--- src/rtl/bip3_core_if.sv ---
// Bus bundle between the bip3_core processor and its instruction ROM and
// data memory. The core uses the master modport and the memory side uses
// the slave modport.
interface bip3_core_if #(
  parameter int OPERAND_ADDRESS_WIDTH  = 11,
  parameter int INSTRUCTION_DATA_WIDTH = 16
);
  logic [INSTRUCTION_DATA_WIDTH-1:0] instruction_in;
  logic [OPERAND_ADDRESS_WIDTH-1:0]  instruction_address_out;
  logic [INSTRUCTION_DATA_WIDTH-1:0] data_in;
  logic                              data_ready_in;
  logic                              data_req_out;
  logic                              data_wr_out;
  logic [OPERAND_ADDRESS_WIDTH-1:0]  data_address_out;
  logic [INSTRUCTION_DATA_WIDTH-1:0] data_out;

  modport master (
    input  instruction_in, data_in, data_ready_in,
    output instruction_address_out, data_req_out, data_wr_out,
           data_address_out, data_out
  );

  modport slave (
    output instruction_in, data_in, data_ready_in,
    input  instruction_address_out, data_req_out, data_wr_out,
           data_address_out, data_out
  );
endinterface

--- src/rtl/bip3_core.sv ---
// bip3_core: accumulator processor with logic/shift ops, a hardware
// return-address stack, wait-state data memory and a HALT state.
// Optional macro BIP3_STACK_GUARD_EN: stack overflow/underflow halts the
// core and raises the sticky stack_error_out instead of wrapping.
module bip3_core #(
  parameter int OPERAND_ADDRESS_WIDTH  = 11,
  parameter int INSTRUCTION_DATA_WIDTH = 16,
  parameter int STACK_DEPTH            = 4
) (
  input  logic        clock_in,
  input  logic        reset_in,
  bip3_core_if.master bus,
  output logic        halted_out,
  output logic        stack_error_out
);
  localparam int AW  = OPERAND_ADDRESS_WIDTH;
  localparam int DW  = INSTRUCTION_DATA_WIDTH;
  localparam int SPW = (STACK_DEPTH > 1) ? $clog2(STACK_DEPTH) : 1;
  localparam int CW  = $clog2(STACK_DEPTH + 1);

  localparam logic [4:0] OP_HLT  = 5'h00, OP_STO  = 5'h01, OP_LD   = 5'h02, OP_LDI  = 5'h03;
  localparam logic [4:0] OP_ADD  = 5'h04, OP_ADDI = 5'h05, OP_SUB  = 5'h06, OP_SUBI = 5'h07;
  localparam logic [4:0] OP_BEQ  = 5'h08, OP_BNE  = 5'h09, OP_BGT  = 5'h0A, OP_BGE  = 5'h0B;
  localparam logic [4:0] OP_BLT  = 5'h0C, OP_BLE  = 5'h0D, OP_JMP  = 5'h0E, OP_NOT  = 5'h0F;
  localparam logic [4:0] OP_AND  = 5'h10, OP_ANDI = 5'h11, OP_OR   = 5'h12, OP_ORI  = 5'h13;
  localparam logic [4:0] OP_XOR  = 5'h14, OP_XORI = 5'h15, OP_SLL  = 5'h16, OP_SRL  = 5'h17;
  localparam logic [4:0] OP_CALL = 5'h18, OP_RET  = 5'h19;

  typedef enum logic [1:0] {S_EXEC, S_MEM_WAIT, S_HALT} state_t;

  state_t          state_q;
  logic [AW-1:0]   pc_q;
  logic [DW-1:0]   acc_q;
  logic            z_q;
  logic            n_q;
  logic            req_q;
  logic            wr_q;
  logic [AW-1:0]   addr_q;
  logic [DW-1:0]   dout_q;
  logic [4:0]      op_q;
  logic            halted_q;
  logic [AW-1:0]   stack_q [STACK_DEPTH];
  logic [SPW-1:0]  ptr_q;
  logic [CW-1:0]   cnt_q;
`ifdef BIP3_STACK_GUARD_EN
  logic            err_q;
`endif

  logic [4:0]      opcode;
  logic [AW-1:0]   operand;
  logic [DW-1:0]   imm;
  logic [AW-1:0]   pc_inc;
  logic [SPW-1:0]  ptr_inc;
  logic [SPW-1:0]  ptr_dec;
  logic            stack_full;
  logic            stack_empty;
  logic            taken;
  logic [DW-1:0]   exec_res;
  logic [DW-1:0]   mem_res;

  assign opcode      = bus.instruction_in[DW-1 -: 5];
  assign operand     = bus.instruction_in[AW-1:0];
  assign imm         = {{(DW-AW){operand[AW-1]}}, operand};
  assign pc_inc      = pc_q + AW'(1);
  assign ptr_inc     = (ptr_q == SPW'(STACK_DEPTH-1)) ? '0 : ptr_q + SPW'(1);
  assign ptr_dec     = (ptr_q == '0) ? SPW'(STACK_DEPTH-1) : ptr_q - SPW'(1);
  assign stack_full  = (cnt_q == CW'(STACK_DEPTH));
  assign stack_empty = (cnt_q == '0);

  // Shared ALU for both immediate (EXEC) and memory-operand (MEM_WAIT) forms.
  function automatic logic [DW-1:0] alu_f(input logic [4:0] op,
                                          input logic [DW-1:0] a,
                                          input logic [DW-1:0] b);
    case (op)
      OP_LD,  OP_LDI:  alu_f = b;
      OP_ADD, OP_ADDI: alu_f = a + b;
      OP_SUB, OP_SUBI: alu_f = a - b;
      OP_NOT:          alu_f = ~a;
      OP_AND, OP_ANDI: alu_f = a & b;
      OP_OR,  OP_ORI:  alu_f = a | b;
      OP_XOR, OP_XORI: alu_f = a ^ b;
      OP_SLL:          alu_f = a << b[3:0];
      OP_SRL:          alu_f = a >> b[3:0];
      default:         alu_f = a;
    endcase
  endfunction

  assign exec_res = alu_f(opcode, acc_q, imm);
  assign mem_res  = alu_f(op_q, acc_q, bus.data_in);

  // Branch condition from the flags left by the previous instruction.
  always_comb begin
    taken = 1'b0;
    case (opcode)
      OP_BEQ:  taken = z_q;
      OP_BNE:  taken = !z_q;
      OP_BGT:  taken = !z_q && !n_q;
      OP_BGE:  taken = !n_q;
      OP_BLT:  taken = n_q;
      OP_BLE:  taken = z_q || n_q;
      default: taken = 1'b0;
    endcase
  end

  // Control FSM and datapath; every output comes straight from a register.
  always_ff @(posedge clock_in) begin
    if (reset_in) begin
      state_q  <= S_EXEC;
      pc_q     <= '0;
      acc_q    <= '0;
      z_q      <= 1'b0;
      n_q      <= 1'b0;
      req_q    <= 1'b0;
      wr_q     <= 1'b0;
      addr_q   <= '0;
      dout_q   <= '0;
      op_q     <= OP_HLT;
      halted_q <= 1'b0;
      ptr_q    <= '0;
      cnt_q    <= '0;
`ifdef BIP3_STACK_GUARD_EN
      err_q    <= 1'b0;
`endif
    end else begin
      case (state_q)
        S_EXEC: begin
          case (opcode)
            OP_HLT: begin
              state_q  <= S_HALT;
              halted_q <= 1'b1;
            end
            OP_STO, OP_LD, OP_ADD, OP_SUB, OP_AND, OP_OR, OP_XOR: begin
              req_q   <= 1'b1;
              wr_q    <= (opcode == OP_STO);
              addr_q  <= operand;
              dout_q  <= acc_q;
              op_q    <= opcode;
              state_q <= S_MEM_WAIT;
            end
            OP_LDI, OP_ADDI, OP_SUBI, OP_NOT, OP_ANDI, OP_ORI, OP_XORI,
            OP_SLL, OP_SRL: begin
              acc_q <= exec_res;
              z_q   <= (exec_res == '0);
              n_q   <= exec_res[DW-1];
              pc_q  <= pc_inc;
            end
            OP_BEQ, OP_BNE, OP_BGT, OP_BGE, OP_BLT, OP_BLE: begin
              pc_q <= taken ? operand : pc_inc;
            end
            OP_JMP: pc_q <= operand;
            OP_CALL: begin
`ifdef BIP3_STACK_GUARD_EN
              if (stack_full) begin
                err_q    <= 1'b1;
                halted_q <= 1'b1;
                state_q  <= S_HALT;
              end else
`endif
              begin
                // Without the guard a full stack overwrites its oldest slot.
                stack_q[ptr_q] <= pc_inc;
                ptr_q          <= ptr_inc;
                if (!stack_full) cnt_q <= cnt_q + CW'(1);
                pc_q           <= operand;
              end
            end
            OP_RET: begin
`ifdef BIP3_STACK_GUARD_EN
              if (stack_empty) begin
                err_q    <= 1'b1;
                halted_q <= 1'b1;
                state_q  <= S_HALT;
              end else
`endif
              if (stack_empty) begin
                pc_q <= '0;
              end else begin
                pc_q  <= stack_q[ptr_dec];
                ptr_q <= ptr_dec;
                cnt_q <= cnt_q - CW'(1);
              end
            end
            default: pc_q <= pc_inc;
          endcase
        end
        S_MEM_WAIT: begin
          if (bus.data_ready_in) begin
            req_q   <= 1'b0;
            wr_q    <= 1'b0;
            pc_q    <= pc_inc;
            state_q <= S_EXEC;
            if (op_q != OP_STO) begin
              acc_q <= mem_res;
              z_q   <= (mem_res == '0);
              n_q   <= mem_res[DW-1];
            end
          end
        end
        S_HALT: halted_q <= 1'b1;
        default: state_q <= S_EXEC;
      endcase
    end
  end

  assign bus.instruction_address_out = pc_q;
  assign bus.data_req_out            = req_q;
  assign bus.data_wr_out             = wr_q;
  assign bus.data_address_out        = addr_q;
  assign bus.data_out                = dout_q;
  assign halted_out                  = halted_q;
`ifdef BIP3_STACK_GUARD_EN
  assign stack_error_out             = err_q;
`else
  assign stack_error_out             = 1'b0;
`endif
endmodule

--- src/flat_wrapper.sv ---
// flat-port wrapper written by rule: the top's interface ports become plain ports
module bip3_core_flat 
#(
  parameter int OPERAND_ADDRESS_WIDTH  = 11,
  parameter int INSTRUCTION_DATA_WIDTH = 16,
  parameter int STACK_DEPTH            = 4
)
  (clock_in, reset_in, halted_out, stack_error_out, bus_instruction_in, bus_data_in, bus_data_ready_in, bus_instruction_address_out, bus_data_req_out, bus_data_wr_out, bus_data_address_out, bus_data_out);
  bip3_core_if #(.OPERAND_ADDRESS_WIDTH(OPERAND_ADDRESS_WIDTH), .INSTRUCTION_DATA_WIDTH(INSTRUCTION_DATA_WIDTH)) bus_i ();
  input  logic clock_in;
  input  logic reset_in;
  output logic halted_out;
  output logic stack_error_out;
  input wire logic [$bits(bus_i.instruction_in)-1:0] bus_instruction_in;
  input wire logic [$bits(bus_i.data_in)-1:0] bus_data_in;
  input wire logic [$bits(bus_i.data_ready_in)-1:0] bus_data_ready_in;
  output wire logic [$bits(bus_i.instruction_address_out)-1:0] bus_instruction_address_out;
  output wire logic [$bits(bus_i.data_req_out)-1:0] bus_data_req_out;
  output wire logic [$bits(bus_i.data_wr_out)-1:0] bus_data_wr_out;
  output wire logic [$bits(bus_i.data_address_out)-1:0] bus_data_address_out;
  output wire logic [$bits(bus_i.data_out)-1:0] bus_data_out;
  assign bus_i.instruction_in = bus_instruction_in;
  assign bus_i.data_in = bus_data_in;
  assign bus_i.data_ready_in = bus_data_ready_in;
  assign bus_instruction_address_out = bus_i.instruction_address_out;
  assign bus_data_req_out = bus_i.data_req_out;
  assign bus_data_wr_out = bus_i.data_wr_out;
  assign bus_data_address_out = bus_i.data_address_out;
  assign bus_data_out = bus_i.data_out;
  bip3_core #(.OPERAND_ADDRESS_WIDTH(OPERAND_ADDRESS_WIDTH), .INSTRUCTION_DATA_WIDTH(INSTRUCTION_DATA_WIDTH), .STACK_DEPTH(STACK_DEPTH)) u_core (.clock_in(clock_in), .reset_in(reset_in), .bus(bus_i), .halted_out(halted_out), .stack_error_out(stack_error_out));
endmodule
--- config.mk ---
export PLATFORM = sky130hd
export DESIGN_NAME = bip3_core_flat
export DESIGN_NICKNAME = d
export VERILOG_FILES = /design/src/rtl/bip3_core_if.sv /design/src/rtl/bip3_core.sv /design/src/flat_wrapper.sv
export SDC_FILE = /design/constraint.sdc
export NUM_CORES = 1
export LEC_CHECK = 0
export BUFFER_PORTS_ARGS = -buffer_cell sky130_fd_sc_hd__buf_2
export CAP_MARGIN = 20
export CORE_MARGIN = 2
export CORE_UTILIZATION = 55
export CTS_CLUSTER_DIAMETER = 120
export DETAILED_ROUTE_END_ITERATION = 8
export PLACE_DENSITY = 0.73
export SLEW_MARGIN = 25
export SYNTH_ARGS = -nofsm -noshare
export SYNTH_HDL_FRONTEND = slang
export SYNTH_SLANG_ARGS = --single-unit
--- constraint.sdc ---
create_clock -name clock_in -period 12 [get_ports clock_in]
set_clock_uncertainty 0.15 [all_clocks]
set_input_delay 1.8 -clock clock_in [delete_from_list [all_inputs] [get_ports clock_in]]
set_output_delay 1.8 -clock clock_in [all_outputs]
set_load 0.02 [all_outputs]
==> impl_metrics.csv <==
group,metric,value,unit
place,io_buffer_count,75,
sta,worst_slew_pin_slew,1.03,ns
critical_path,crit_fanout,38,
detailed_routing,wl_per_cell,24.0,um
sta,min_period,5.96,ns
die,io_pins,77,
sta,finalHoldViolations,0,
place,dp_slack,5.70,ns
cts,clock_latency,0.43,ns
die,rows,56,
die,core-area,23300,um2
critical_path,cp.required,12.18,ns
sta,fmax,168,MHz
cts,holdBufCountCts,0,
power_and_ir_drop,leakagePower,5.37,nW
global_route,grt_pass1_wl,69700,um
global_route,antenna_found_initial,1,
detailed_routing,drc,0,
die,chipWidth,157,um
global_route,grt_use_total,0.370,
hold_path,hold_depth,2,
sta,slew_headroom,0.315,
cts,clk_pin_slew,0.06,ns
power_and_ir_drop,p_comb_frac,0.379,
detailed_routing,routed_via_density,6.79,
yosys,synth_edf_count,44,
cts,numCtsBuffers,17,
power_and_ir_drop,clockPowerShare,0.342,
global_route,grt_start_max_net_pins,50,
sta,rsz0062_at_grt,"no",
yosys,synth_area_leaders,"dfxtp_1 11%, edfxtp_1 10%, ha_1 10%",
yosys,mappedNetlistArea,12900,um2
power_and_ir_drop,swShare,0.385,
critical_path,reg2reg_depth,14,
cts,cts_buffer_depth,2,
global_route,globalRouteOverflowTotal,0,
job,max_cap_viol_count,0,
cts,clock_sinks,114,
layout,fin_util,0.597,
hold_path,hold_start,"u_core.bus.data_address_out[1]",
yosys,avgSynthCellArea,8.17,um2
yosys,synthesis.nets,1718,
layout,antenna_cells,0,
place,dp_cells,1868,
layout,final_cells,1900,
yosys,synth_cell_types,90,
detailed_routing,drt-total-wl,45600,um
yosys,yosys_warnings,0,
yosys,netlist_top_cells_count,"167 x nand2_1, 165 x nor2_1, 103 x ha_1",
cts,cts_root_buffer,"clkbuf_16",
layout,drive_gt1_frac,0.142,
cts,cts_tree,"yes",
yosys,synth-main-ff-cell,"dfxtp_1",
yosys,yosysMostFrequentCell,"nand2_1",
cts,postCtsResizedCells,0,
critical_path,crit_arrival,6.14,ns
layout,finalNetCount,1709,
place,gp_congestion,1.04,
detailed_routing,ant_nets,0,
critical_path,worstSetupPathType,"in -> reg",
critical_path,startpoint,"bus_instruction_in[0]",
yosys,synthArstFlopShare,0,
die,die_h,157,um
yosys,yosys.area.top_type,"dfxtp_1",
yosys,seq_area_frac_synth,0.211,
hold_path,hold_class,"reg -> reg",
power_and_ir_drop,seqPwrFrac,0.279,
global_route,grt_pass1_vias,12084,
power_and_ir_drop,vdd_drop_max,113,uV
sta,setup_violations,0,
yosys,syn_inst,1577,
status,outcome,"finished clean",
power_and_ir_drop,p_sw,0.609,mW
sta,fin_setup_tns,0,ns
yosys,synth_seq_cells,114,
sta,whs,0.301,ns
die,initial_core_util,0.554,
detailed_routing,num_vias,12895,
die,dieArea,24700,um2
critical_path,critPathCaptureType,"register",
place,dp_hpwl,32200,um
yosys,synth.top_cell.area_share,0.109,
sta,fin_ws,6.04,ns
cts,htreeDepth,4,
cts,cts_setup_buffers,0,
detailed_routing,drt_first_iter_violations,1465,
critical_path,regToRegStartpoint,"u_core.op_q[4]",
sta,finalCritPeriodShare,0.496,
layout,syn2layout_area_growth,7.84,%
power_and_ir_drop,power.density,114,nW/um2
power_and_ir_drop,cell_internal_pwr,0.970,mW
detailed_routing,dr.pass1.iters,7,
sta,finalMaxSlewViolations,0,
critical_path,critPathLaunchType,"input pin",
-- power by group through the flow --
| stage | registers (mW) | logic, mW | clock network (mW) |
|---|---|---|---|
| 4_1_cts | 0.440 | 0.582 | 0.543 |
| 3_3_place_gp | 0.447 | 0.569 | 0 |
| 2_1_floorplan | 0.453 | 0.409 | 0 |
| 6_report | 0.441 | 0.599 | 0.539 |
| 3_5_place_dp | 0.448 | 0.578 | 0 |
| 5_1_grt | 0.443 | 0.644 | 0.562 |
-- logic make-up after synthesis --
logic type,Yosys count,synth area share
compound gates,439,0.230
flops,114,0.211
buf+inv,214,0.0762
fa+ha+maj,107,0.105
simple gates,513,0.184
mux,136,0.157
other cells,1,0.000291
xor+xnor,53,0.0360
-- critical path: stages --
cell and delay, ns:
buf_2 0.08, buf_4 0.44, inv_1 0.46, ha_1 0.41
a21oi_1 0.22, ha_1 0.28, nor2b_1 0.15, o2111a_1 0.27
nor4_1 0.41, o211ai_1 0.19, a31o_2 0.26, a21oi_1 0.18
xor2_1 0.23, mux2i_1 0.31, a211oi_1 0.10, o41ai_2 0.36
-- final cells by class --
class                      count  area (um2)
sequential                   114        2720
timing repair buffer         111         646
tap                          319         399
inverter                      75         282
multi-input combinational   1249        9220
fill                        2089        9370
clock inverter                15         194
clock buffer                  17         425
-- state kept, by name, indices dropped and copies added, names as in the netlist --
name                                cells
u_core.state_q                          2
u_core.acc_q                           16
u_core.bus.instruction_address_out     11
u_core.op_q                             5
u_core.bus.data_out                    16
u_core.bus.data_req_out                 1
u_core.stack_q                         44
u_core.bus.data_address_out            11
u_core.halted_out                       1
u_core.ptr_q                            2
u_core.z_q                              1
u_core.bus.data_wr_out                  1
u_core.cnt_q                            3
-- worst paths after layout --
check                                   end  slack (ns)
max                              u_core.z_q        6.04
min          u_core.bus.data_address_out[1]        0.30
max reg2reg                      u_core.z_q        6.90
min reg2reg  u_core.bus.data_address_out[1]        0.30
-- cell usage in the layout, fill, tap and decap left out, drive strengths merged, types with 29 or more instances in the layout --
cell type  synthesis  final
nand2            167    167
nor2             166    166
buf               66    111
ha               103    103
a21oi            101    101
inv               73     81
o21ai             80     80
dfxtp             70     70
mux2i             67     67
mux4              48     48
edfxtp            44     44
xnor2             40     40
o22ai             40     40
nand3             37     37
nor3              35     35
a211oi            29     29
-- metrics by stage --
step / power [mW] / instance area (um2)
floorplan: 0.863 / 12900
global placement: 1.02 / 13300
detailed placement: 1.03 / 13300
CTS: 1.56 / 13900
global route: 1.65 / 13900
finish: 1.58 / 13900
-- layer usage --
layer  share of wire  track usage
met4           0.069        0.238
met3           0.096       0.0724
met1            0.38        0.466
met2            0.45        0.582
met5         0.00024            0
Note: power is estimated with default switching activity, not from simulation.
